<file path="src/rtl/regbank_wr_arbiter_pkg.sv">
// Shared encodings and default widths for the register-bank write arbiter.
package regbank_wr_arbiter_pkg;
    localparam int W_DEF  = 6;
    localparam int AW_DEF = 2;

    typedef enum logic [1:0] {
        IDLE = 2'b00,
        GNT0 = 2'b01,
        GNT1 = 2'b10
    } state_e;
endpackage

</file>
<file path="src/rtl/regbank_wr_arbiter_if.sv">
// Requester/read-port bundle between the two writers, the operand path and the arbiter.
interface regbank_wr_arbiter_if
    import regbank_wr_arbiter_pkg::*;
#(
    parameter int W  = W_DEF,
    parameter int AW = AW_DEF
);
    logic          Req0;
    logic [AW-1:0] Addr0;
    logic [W-1:0]  Data0;
    logic          Ack0;
    logic          Req1;
    logic [AW-1:0] Addr1;
    logic [W-1:0]  Data1;
    logic          Ack1;
    logic [AW-1:0] RAddr;
    logic [W-1:0]  RData;
    logic          Busy;

    modport master (
        output Req0, Addr0, Data0, Req1, Addr1, Data1, RAddr,
        input  Ack0, Ack1, RData, Busy
    );

    modport slave (
        input  Req0, Addr0, Data0, Req1, Addr1, Data1, RAddr,
        output Ack0, Ack1, RData, Busy
    );
endinterface

</file>
<file path="src/rtl/regbank_wr_arbiter_wr_reg6.sv">
// W-bit storage register with load enable; clear wins over load.
module wr_reg6 #(
    parameter int W = 6
) (
    input  logic         Clk,
    input  logic         Clr,
    input  logic         ld_i,
    input  logic [W-1:0] d_i,
    output logic [W-1:0] q_o
);
    logic [W-1:0] q_q;

    always_ff @(posedge Clk) begin
        if (Clr)       q_q <= '0;
        else if (ld_i) q_q <= d_i;
    end

    assign q_o = q_q;
endmodule

</file>
<file path="src/rtl/regbank_wr_arbiter.sv">
// Round-robin two-requester write arbiter in front of a four-entry register bank.
module regbank_wr_arbiter
    import regbank_wr_arbiter_pkg::*;
#(
    parameter int W  = W_DEF,
    parameter int AW = AW_DEF
) (
    input logic                 Clk,
    input logic                 Clr,
    regbank_wr_arbiter_if.slave bus
);
    localparam int NREG = 1 << AW;

    state_e                   state_q, state_d;
    logic                     pri_q, pri_d;
    logic [AW-1:0]            haddr_q, haddr_d;
    logic [W-1:0]             hdata_q, hdata_d;
    logic                     req0_v, req1_v, wr_act;
    logic [NREG-1:0]          en;
    logic [NREG-1:0][W-1:0]   reg_q;

    // A requester just granted is masked for one decision: its Req may still be up.
    assign req0_v = bus.Req0 && (state_q != GNT0);
    assign req1_v = bus.Req1 && (state_q != GNT1);

    always_comb begin
        state_d = IDLE;
        pri_d   = pri_q;
        haddr_d = haddr_q;
        hdata_d = hdata_q;
        if (req0_v && (!req1_v || !pri_q)) state_d = GNT0;
        else if (req1_v)                   state_d = GNT1;
        case (state_d)
            GNT0: begin
                pri_d   = 1'b1;
                haddr_d = bus.Addr0;
                hdata_d = bus.Data0;
            end
            GNT1: begin
                pri_d   = 1'b0;
                haddr_d = bus.Addr1;
                hdata_d = bus.Data1;
            end
            default: ;
        endcase
    end

    always_ff @(posedge Clk) begin
        if (Clr) begin
            state_q <= IDLE;
            pri_q   <= 1'b0;
            haddr_q <= '0;
            hdata_q <= '0;
        end else begin
            state_q <= state_d;
            pri_q   <= pri_d;
            haddr_q <= haddr_d;
            hdata_q <= hdata_d;
        end
    end

    // Clr kills acks and enables immediately so an aborted grant leaves no trace.
    assign wr_act = (state_q != IDLE) && !Clr;

    always_comb begin
        en = '0;
        for (int i = 0; i < NREG; i++)
            en[i] = wr_act && (haddr_q == AW'(i));
    end

    for (genvar g = 0; g < NREG; g++) begin : g_reg
        wr_reg6 #(.W(W)) u_reg (
            .Clk  (Clk),
            .Clr  (Clr),
            .ld_i (en[g]),
            .d_i  (hdata_q),
            .q_o  (reg_q[g])
        );
    end

    assign bus.Ack0  = (state_q == GNT0) && !Clr;
    assign bus.Ack1  = (state_q == GNT1) && !Clr;
    assign bus.Busy  = (state_q != IDLE);
    assign bus.RData = reg_q[bus.RAddr];
endmodule

</file>
<file path="src/flat_wrapper.sv">
// flat-port wrapper written by rule: the top's interface ports become plain ports
module regbank_wr_arbiter_flat import regbank_wr_arbiter_pkg::*;
#(
    parameter int W  = W_DEF,
    parameter int AW = AW_DEF
)
  (Clk, Clr, bus_Req0, bus_Addr0, bus_Data0, bus_Req1, bus_Addr1, bus_Data1, bus_RAddr, bus_Ack0, bus_Ack1, bus_RData, bus_Busy);
  regbank_wr_arbiter_if #(.W(W), .AW(AW)) bus_i ();
  input logic Clk;
  input logic Clr;
  input wire logic [$bits(bus_i.Req0)-1:0] bus_Req0;
  input wire logic [$bits(bus_i.Addr0)-1:0] bus_Addr0;
  input wire logic [$bits(bus_i.Data0)-1:0] bus_Data0;
  input wire logic [$bits(bus_i.Req1)-1:0] bus_Req1;
  input wire logic [$bits(bus_i.Addr1)-1:0] bus_Addr1;
  input wire logic [$bits(bus_i.Data1)-1:0] bus_Data1;
  input wire logic [$bits(bus_i.RAddr)-1:0] bus_RAddr;
  output wire logic [$bits(bus_i.Ack0)-1:0] bus_Ack0;
  output wire logic [$bits(bus_i.Ack1)-1:0] bus_Ack1;
  output wire logic [$bits(bus_i.RData)-1:0] bus_RData;
  output wire logic [$bits(bus_i.Busy)-1:0] bus_Busy;
  assign bus_i.Req0 = bus_Req0;
  assign bus_i.Addr0 = bus_Addr0;
  assign bus_i.Data0 = bus_Data0;
  assign bus_i.Req1 = bus_Req1;
  assign bus_i.Addr1 = bus_Addr1;
  assign bus_i.Data1 = bus_Data1;
  assign bus_i.RAddr = bus_RAddr;
  assign bus_Ack0 = bus_i.Ack0;
  assign bus_Ack1 = bus_i.Ack1;
  assign bus_RData = bus_i.RData;
  assign bus_Busy = bus_i.Busy;
  regbank_wr_arbiter #(.W(W), .AW(AW)) u_core (.Clk(Clk), .Clr(Clr), .bus(bus_i));
endmodule
</file>
<file path="config.mk">
export PLATFORM = sky130hd
export DESIGN_NAME = regbank_wr_arbiter_flat
export DESIGN_NICKNAME = d
export VERILOG_FILES = /design/src/rtl/regbank_wr_arbiter_pkg.sv /design/src/rtl/regbank_wr_arbiter_if.sv /design/src/rtl/regbank_wr_arbiter_wr_reg6.sv /design/src/rtl/regbank_wr_arbiter.sv /design/src/flat_wrapper.sv
export SDC_FILE = /design/constraint.sdc
export NUM_CORES = 1
export LEC_CHECK = 0
export ABC_AREA = 1
export BUFFER_PORTS_ARGS = -buffer_cell sky130_fd_sc_hd__buf_2
export CAP_MARGIN = 20
export CORE_MARGIN = 5
export CORE_UTILIZATION = 30
export CTS_CLUSTER_SIZE = 28
export DETAILED_ROUTE_END_ITERATION = 8
export SLEW_MARGIN = 20
export SYNTH_ARGS = -nofsm -noshare
export SYNTH_HDL_FRONTEND = slang
export SYNTH_SLANG_ARGS = --single-unit
</file>
<file path="constraint.sdc">
create_clock -name Clk -period 1.65 [get_ports Clk]
set_clock_uncertainty 0.15 [all_clocks]
set_input_delay 0.165 -clock Clk [delete_from_list [all_inputs] [get_ports Clk]]
set_output_delay 0.165 -clock Clk [all_outputs]
set_load 0.01 [all_outputs]
</file>
**Word level (Yosys, flattened, before mapping)**

Index checks and enable logic that the tools add are counted.

- Bits of input ports: 22
- Flip-flop bits (word level): 35
- Output and inout port bits: 9
- Logic and storage cells: 42

- Reductions and logical operators: 17
- Multiplexer cells: 7
- Equal/unequal tests: 9
- $lt $le $gt $ge: 1

Operators with widths:

| cell | number |
|---|---|
| 6-bit binary-select mux with 2-bit select | 1 |
| 6-bit case mux with 2 select lines | 1 |
| 1-bit logical AND | 10 |
| 2-bit equality test (second input constant) | 4 |
| 2-bit by 1-bit equality test with 1-bit output (second input constant) | 3 |
| 6-bit two-way mux | 1 |
| 2-bit two-way mux | 2 |
| 2-bit case mux with 2 select lines | 1 |
| 2-bit nonzero test | 2 |
| 1-bit zero test | 3 |
| 2-bit by 3-bit < comparator with 1-bit output (second input constant) | 1 |
| 2-bit zero test | 1 |
| 2-bit by 1-bit != test with 1-bit output (second input constant) | 1 |
| 2-bit != test (second input constant) | 1 |
| 1-bit case mux with 2 select lines | 1 |
| 1-bit logical OR | 1 |

**Depth between registers and ports, before layout**

Gate-level depths: netlist of the first run.

- Word-level depth: 8
- Mapped depth: 7
- Gate-level depth less buffers: 7

**Modules after synthesis**

From an unflattened synthesis of the first run, not the netlist that was laid out.

- Cells, all modules: 257
- Area total of the unflattened synthesis: 1689.1 um^2

By module, submodules not included:

| module | times used | cells each | area an instance (um^2) | seq. area each (um^2) |
|---|---|---|---|---|
| wr_reg6 | 4 | 38 | 247.7 | 120.1 |
| regbank_wr_arbiter | 1 | 105 | 698.2 | 220.2 |

**Worst setup path before layout of the first run**

Ideal clock, no wire load.

- Kind: reg2reg
- From: register u_core.state_q[1]
- To: register u_core.g_reg[3].u_reg.q_q[5]
- Buffers on the path: 0
- Data required time: 1.384 ns
- Arrival: 0.923 ns
- Stages on the path, launching flop included: 8
- Clock period less this slack: 1.189 ns
- Path slack: 0.461 ns
- Library setup time: 0.116 ns
- Cells stage by stage: dfxtp_1 inv_2 nand2_4 nand2_4 nor2_4 inv_2 nor2_1 nor2_1

- Longest elaborated chain between the ends: 3

RTL lines:

| what | line | source |
|---|---|---|
| start: declaration | regbank_wr_arbiter.sv:14 | `state_e state_q, state_d;` |
| start signal: assignment | regbank_wr_arbiter.sv:55 | `state_q <= state_d;` |
| 2-bit nonzero test | - |  |
| net bus_Busy | flat_wrapper.sv:21 | `output wire logic [$bits(bus_i.Busy)-1:0] bus_Busy;` |
| 1-bit logical AND | regbank_wr_arbiter.sv:63 | `assign wr_act = (state_q != IDLE) && !Clr;` |
| 1-bit logical AND | regbank_wr_arbiter.sv:68 | `en[i] = wr_act && (haddr_q == AW'(i));` |
| end signal: assignment | regbank_wr_arbiter_wr_reg6.sv:15 | `else if (ld_i) q_q <= d_i;` |
| end: declaration | regbank_wr_arbiter_wr_reg6.sv:11 | `logic [W-1:0] q_q;` |

The timed path passes the listed nets, and every way through them passes these cells.
A chain may end at the register's enable or synchronous reset.

**Final worst setup path of the first run**

- From: register u_core.g_reg[1].u_reg.q_q[1]
- To: output bus_RData[1]

- Longest elaborated chain between the ends: 2

RTL lines:

| what | line | source |
|---|---|---|
| start: declaration | regbank_wr_arbiter_wr_reg6.sv:11 |  |
| start signal: assignment | regbank_wr_arbiter_wr_reg6.sv:15 |  |
| 6-bit binary-select mux with 2-bit select | regbank_wr_arbiter.sv:84 | `assign bus.RData = reg_q[bus.RAddr];` |
| 6-bit two-way mux (implied by the code) | regbank_wr_arbiter.sv:84 |  |
| end: declaration | flat_wrapper.sv:20 | `output wire logic [$bits(bus_i.RData)-1:0] bus_RData;` |

Every way passes these cells. The select of a mux whose other input is x is not followed.

==> metrics.yaml, run 1 <==
worst_setup_path:
  crit_path_end_kind: "output pin"
  path_class: "register to output pin"
  cp_slowest_stage_delay_ns: 0.31
  worstSetupStartpointType: "register"
  reg2reg_setup_slack_ns: 0.34
  crit_cells: 3
  reg2reg_from: "u_core.state_q[0]$_SDFF_PP0_"
  required_ns: 1.33
  cp.arrival_ns: 1.06
  critPathTopFamily: "compound AO/OA/AOI/OAI gates"
  cp_max_fo: 2
  r2r-end: "u_core.hdata_q[3]$_SDFFE_PP0P_"
  worst-path-buf-inv: 1
  crit_slowest_cell: "dfxtp_1"
  ff2ff_path_depth: 6
  path_cells: "o21ai_0 -> o22ai_1 -> buf_2"
logic_synthesis:
  ys_top_cells_by_area: "dfxtp_1 45%, o21ai_0 15%, nor2_1 13%, a21oi_1 4.9%, nand2_1 4.4%"
  ys_types: 18
  yosys_register_bits: 35
  syn_inst: 211
  syn_area_um2: 1550
  seq_area_frac_synth_pct: 45.3
  avgSynthCellArea_um2: 7.34
  yosysTopAreaCell: "dfxtp_1"
  syn-num-nets: 233
  ys_warn_count: 0
  synth_top_area_share_pct: 45.3
place:
  dp_hpwl_mm: 2.91
  placedCellCount: 306
  gp_congestion: 0.790
  port_buffers: 30
floorplan:
  rows: 26
  start_util_pct: 30.5
  io_pins: 31
  die-area_um2: 6700
  coreArea_um2: 5070
  die_x_um: 81.8
  dieHeight_um: 81.8
sta:
  fin_crit_ns: 1.37
  finalHoldViolations: 0
  worstMarginPinSlew_ns: 0.289
  hold_slack_ns: 0.0265
  drv_slew: 0
  rsz0062_at_grt: "false"
  finalCritPeriodShare_pct: 83.3
  tns_ns: 0
  relSlewSlack_pct: 80.7
  setup_viol: 0
  max_freq_mhz: 727
global_route:
  antenna_found_initial: 0
  gr-usage-all-layers_pct: 12.6
  grt-ovfl-total: 0
  grt_first_pass_wirelength_mm: 6.41
  grt_max_degree: 19
  grt_pass1_vias: 1367
hold_path:
  hp-start: "bus_Data1[4]"
  hold_path_class: "input port to register"
  hold_depth: 3
  holdPathEnd: "u_core.hdata_q[4]$_SDFFE_PP0P_"
routing:
  vias_per_cell: 4.60
  drt_first_pass_iters: 4
  wl_per_cell_um: 12.2
  drc: 0
  totalWireLength_mm: 3.94
  drt_iter0_drc: 131
  ant_nets: 0
  dr_total_vias: 1482
cts:
  cts_buffers: 5
  cts_root_buf: "clkbuf_8"
  cts.sinks: 35
  cts.reportedPaths.clkPinSlew_ns: 0.06
  cts_setup_buffers: 0
  cts_max_level: 2
  cts_tree: "built"
  clk_latency_ns: 0.28
  clk_path_buf_depth: 2
  postCtsHoldBufs: 8
  postCtsResizedCells: 0
power:
  power.density_nw_per_um2: 958
  leakagePower_nw: 0.826
  power.total_mw: 1.86
  irDropWorstVdd_v: 0.000474
cells_and_area:
  mostFrequentLayoutCells: "52 x nor2_1, 46 x o21ai_0, 35 x dfxtp_1"
  fin_cells: 322
  nets: 273
  final_common_cell: "nor2_1"
  final_util_pct: 38.3
  diodes: 0
  syn_to_final_growth_pct: 25.6
  drive_above_1_share_pct: 21.8
flow_run:
  cap_viol_max_count: 0
status:
  status: "completed"
[per-stage QoR]
stage,area [µm²],setup slack [ns]
final,1940,0.275
after global routing,1940,0.138
after CTS,1940,0.270
after detailed placement,1760,0.319
after global placement,1760,0.294
after floorplan,1550,0.461
[Yosys cell counts, drive strengths merged]
library cell and n:
a21boi 1, a21oi 15, buf 5, clkbuf 1, clkinv 2, dfxtp 35
inv 10, nand2 25, nand3 8, nand4 3, nor2 54, o21ai 46
o22ai 6
[worst max path at each step]
stage	from	end	slack [ns]
2_1_floorplan	u_core.state_q[1]$_SDFF_PP0_	u_core.g_reg[3].u_reg.q_o[5]$_SDFFE_PP0P_	0.46
3_3_place_gp	bus_RAddr[0]	bus_RData[3]	0.29
3_5_place_dp	bus_RAddr[0]	bus_RData[1]	0.32
4_1_cts	u_core.g_reg[1].u_reg.q_o[1]$_SDFFE_PP0P_	bus_RData[1]	0.27
5_1_grt	bus_RAddr[0]	bus_RData[1]	0.14
6_report	u_core.g_reg[1].u_reg.q_o[1]$_SDFFE_PP0P_	bus_RData[1]	0.28
[per-layer routing]
layer | part of all wire [%] | vias up | global-route usage [%]
met1 | 48 | 648 | 16.1
met4 | 2.4 | 0 | 3.99
met3 | 5.9 | 7 | 4.39
li1 | - | 789 | -
met5 | 0 | - | 0
met2 | 43 | 38 | 19.8
[state kept, by name (all words and copies together) (netlist names)]
register	cells
u_core.g.u_reg.q_o	24
u_core.haddr_q	2
u_core.hdata_q	6
u_core.pri_q	1
u_core.state_q	2
[area by class of cell]
class,instances,area [µm²]
clock buffers,8,100
fillers,567,3130
flip-flops and latches,35,701
multi-input cells,158,771
repair buffers,39,238
well taps,70,87.6
inverters,12,47.5
[kinds of logic after synthesis]
kind of cell | after synthesis | synth area share [%]
AO/OA/AOI/OAI | 68 | 22.6
buffers and inverters | 18 | 4.93
flip-flops | 35 | 45.3
AND/OR/NAND/NOR | 90 | 27.2
[worst register-to-register path, stage by stage (launching register included)]
cell and delay (ns):
dfxtp_1 0.33, inv_2 0.10, nand2_4 0.07, nand2_4 0.10, nand2_1 0.15, o21ai_0 0.24
a21oi_1 0.06
[power breakdown]
part           switching (mW)  internal [mW]
combinational           0.154          0.104
clock                   0.291          0.381
sequential             0.0455          0.887
total                   0.491           1.37
(Power assumes the default switching activity.)
==> run 2, diff against run 1 <==
==> constraint.sdc (replaced) <==
create_clock -name Clk -period 1.1 [get_ports Clk]
set_clock_uncertainty 0.15 [all_clocks]
set_input_delay 0.11 -clock Clk [delete_from_list [all_inputs] [get_ports Clk]]
set_output_delay 0.11 -clock Clk [all_outputs]
set_load 0.01 [all_outputs]
==> run 2 against run 1 <==
  * The run now ends with setup timing left
  * Non-clock buffer count rose by 31
  * Worst setup slack lost 0.55 ns
  * Worst hold slack worse by 0.0043 ns
  * Critical path depth rose by 2
  * Clock power is 52% higher
  * Combinational power grew to 2.9 times the previous value
  * Sequential power up 54%
  * Core utilization is 15 points higher
  * Clock-buffer cell count unchanged
  * Final cell count up 10%
  * Critical endpoint is now bus_Ack0
  * Highest routed layer unchanged
==> metrics.yaml, run 2 (synthesized netlist as in run 1, its figures left out) <==
worst_setup_path:
  cp_slowest_stage_delay_ns: 0.37
  critPathMostFrequentCell: "buf_6"
  ff2ff_path_depth: 6
  cp_max_fo: 3
  r2r-end: "u_core.g_reg[0].u_reg.q_o[0]$_SDFFE_PP0P_"
  setup.worst_path.start: "u_core.state_q[1]$_SDFF_PP0_"
  reg2reg_from: "u_core.state_q[0]$_SDFF_PP0_"
  path_cells: "inv_8 -> nand2_4 -> buf_6 -> nor2_4 -> buf_6"
  crit_path_end_kind: "output pin"
  crit_slowest_cell: "dfxtp_4"
  path_class: "register to output pin"
  reg2reg_setup_slack_ns: -0.23
  required_ns: 0.84
  crit_path_end: "bus_Ack0"
  worstSetupStartpointType: "register"
  cp.arrival_ns: 1.12
global_route:
  antenna_found_initial: 0
  grt_pass1_vias: 1766
  grt_max_degree: 15
  grt_first_pass_wirelength_mm: 8.08
  grt-ovfl-total: 0
  gr-usage-all-layers_pct: 15.8
floorplan:
  rows: 26
  start_util_pct: 30.5
  die_x_um: 81.8
  io_pins: 31
  coreArea_um2: 5070
  dieHeight_um: 81.8
  die-area_um2: 6700
sta:
  fin_crit_ns: 1.38
  finalHoldViolations: 0
  rsz0062_at_grt: "true"
  setup_viol: 44
  worstMarginPinSlew_ns: 0.358
  drv_slew: 0
  relSlewSlack_pct: 76.1
  finalCritPeriodShare_pct: 125
  max_freq_mhz: 726
  fin_ws_ns: -0.277
cells_and_area:
  nets: 306
  mostFrequentLayoutCells: "40 x nor2_1, 31 x o21ai_2, 27 x buf_2"
  syn_to_final_growth_pct: 73.2
  final_util_pct: 52.8
  diodes: 0
  final_common_cell: "nor2_1"
  largest_reg_flops: 24
  drive_above_1_share_pct: 58.6
power:
  irDropWorstVdd_v: 0.000640
  internal_power_mw: 2.24
  p_comb_share_pct: 23.1
  leakagePower_nw: 1.08
  pwr-share-clk_pct: 31.9
  power.density_nw_per_um2: 1190
  power_frac_seq_pct: 45.0
  p_sw_share_pct: 29.8
  p_switching_mw: 0.951
routing:
  dr_total_vias: 1721
  drt_first_pass_iters: 4
  vias_per_cell: 4.85
  totalWireLength_mm: 5.32
  drc: 0
  ant_nets: 0
  wl_per_cell_um: 15.0
  drt_iter0_drc: 116
cts:
  cts_root_buf: "clkbuf_8"
  cts_tree: "built"
  clk_latency_ns: 0.29
  clk_path_buf_depth: 2
  cts.sinks: 35
  cts_buffers: 5
  cts_max_level: 2
  cts.reportedPaths.clkPinSlew_ns: 0.07
hold_path:
  hold_path_class: "input port to register"
place:
  gp_congestion: 0.880
  pre_cts_slack_ns: -0.179
  port_buffers: 30
  dp_hpwl_mm: 3.14
flow_run:
  cap_viol_max_count: 0
status:
  status: "finished with violations"
  violations: "setup timing"
## run 2: changes by cell type in the layout (fill, tap and decap cells not counted), moves of 8 or more
| cell | before | now |
|---|---|---|
| o21ai_0 | 46 | 2 |
| o21ai_2 | 0 | 31 |
| dfxtp_1 | 35 | 13 |
| dfxtp_2 | 0 | 19 |
| buf_4 | 1 | 16 |
| o21ai_1 | 0 | 13 |
| nor2_1 | 52 | 40 |
| nor2_2 | 0 | 10 |
| buf_6 | 0 | 9 |
| a21oi_1 | 15 | 7 |
| a21oi_2 | 0 | 8 |
| dlygate4sd3_1 | 8 | 16 |
| nand3_1 | 8 | 0 |
## run 2: worst min-delay path by stage
stage | from | endpoint | slack, ns | cells after the start
global route | bus_Req0 | u_core.pri_q$_SDFFE_PP0P_ | 0.03 | 3
floorplan | bus_Addr0[0] | u_core.haddr_q[0]$_SDFFE_PP0P_ | 0.1 | 2
global placement | bus_Addr0[0] | u_core.haddr_q[0]$_SDFFE_PP0P_ | 0.21 | 3
CTS | bus_Req0 | u_core.pri_q$_SDFFE_PP0P_ | -0.02 | 3
finish | bus_Req0 | u_core.pri_q$_SDFFE_PP0P_ | 0.02 | 3
detailed placement | bus_Addr0[1] | u_core.haddr_q[1]$_SDFFE_PP0P_ | 0.21 | 3
## run 2: critical path, delay by kind of cell (launching register included)
kind	cells	cell delay, ns
DFF	1	0.37
buffers and inverters	3	0.31
and+or+nand+nor	2	0.16
## run 2: cell type report
class	instances	area, µm²
Clock buffer	8	100
Fill cell	463	2390
Inverter	12	75.1
Multi-Input combinational cell	160	1130
Sequential cell	35	736
Tap cell	70	87.6
Timing Repair Buffer	70	557
## run 2: power by group through the flow
stage	clock, mW	combinational (mW)	sequential [mW]
2_1_floorplan	0	0.261	1.40
3_3_place_gp	0	0.437	1.42
3_5_place_dp	0	0.441	1.42
4_1_cts	1.04	0.601	1.41
5_1_grt	1.10	0.799	1.44
6_report	1.02	0.739	1.44
## run 2: through the flow
step                      area, µm²  hold slack [ns]  setup TNS [ns]  total power, mW  std cells
after floorplan                1560           0.0976          -0.727             1.66        211
after global placement         1890            0.213           -3.97             1.86        318
after detailed placement       1890            0.213           -4.38             1.86        318
after CTS                      2390          -0.0228           -5.92             3.05        351
after global routing           2680           0.0275           -9.37             3.34        355
final                          2680           0.0222           -7.17             3.19        355
## run 2: metal layers
| layer | routed length (µm) | GRT usage (%) | part of all wire (%) |
|---|---|---|---|
| met5 | 0 | 0 | 0 |
| met4 | 93 | 6.81 | 1.7 |
| met3 | 162 | 3.40 | 3.0 |
| met2 | 2790 | 27.5 | 52 |
| met1 | 2280 | 18.6 | 43 |
## run 2: timing repair
action                     4_1_cts  5_1_grt
buffers inserted                 7        4
setup endpoints to repair       42       44
cloned                           2        0
hold buffers                    16        0
pin swaps                       20       25
hold endpoints to repair         9        0
gates resized for setup         83       81
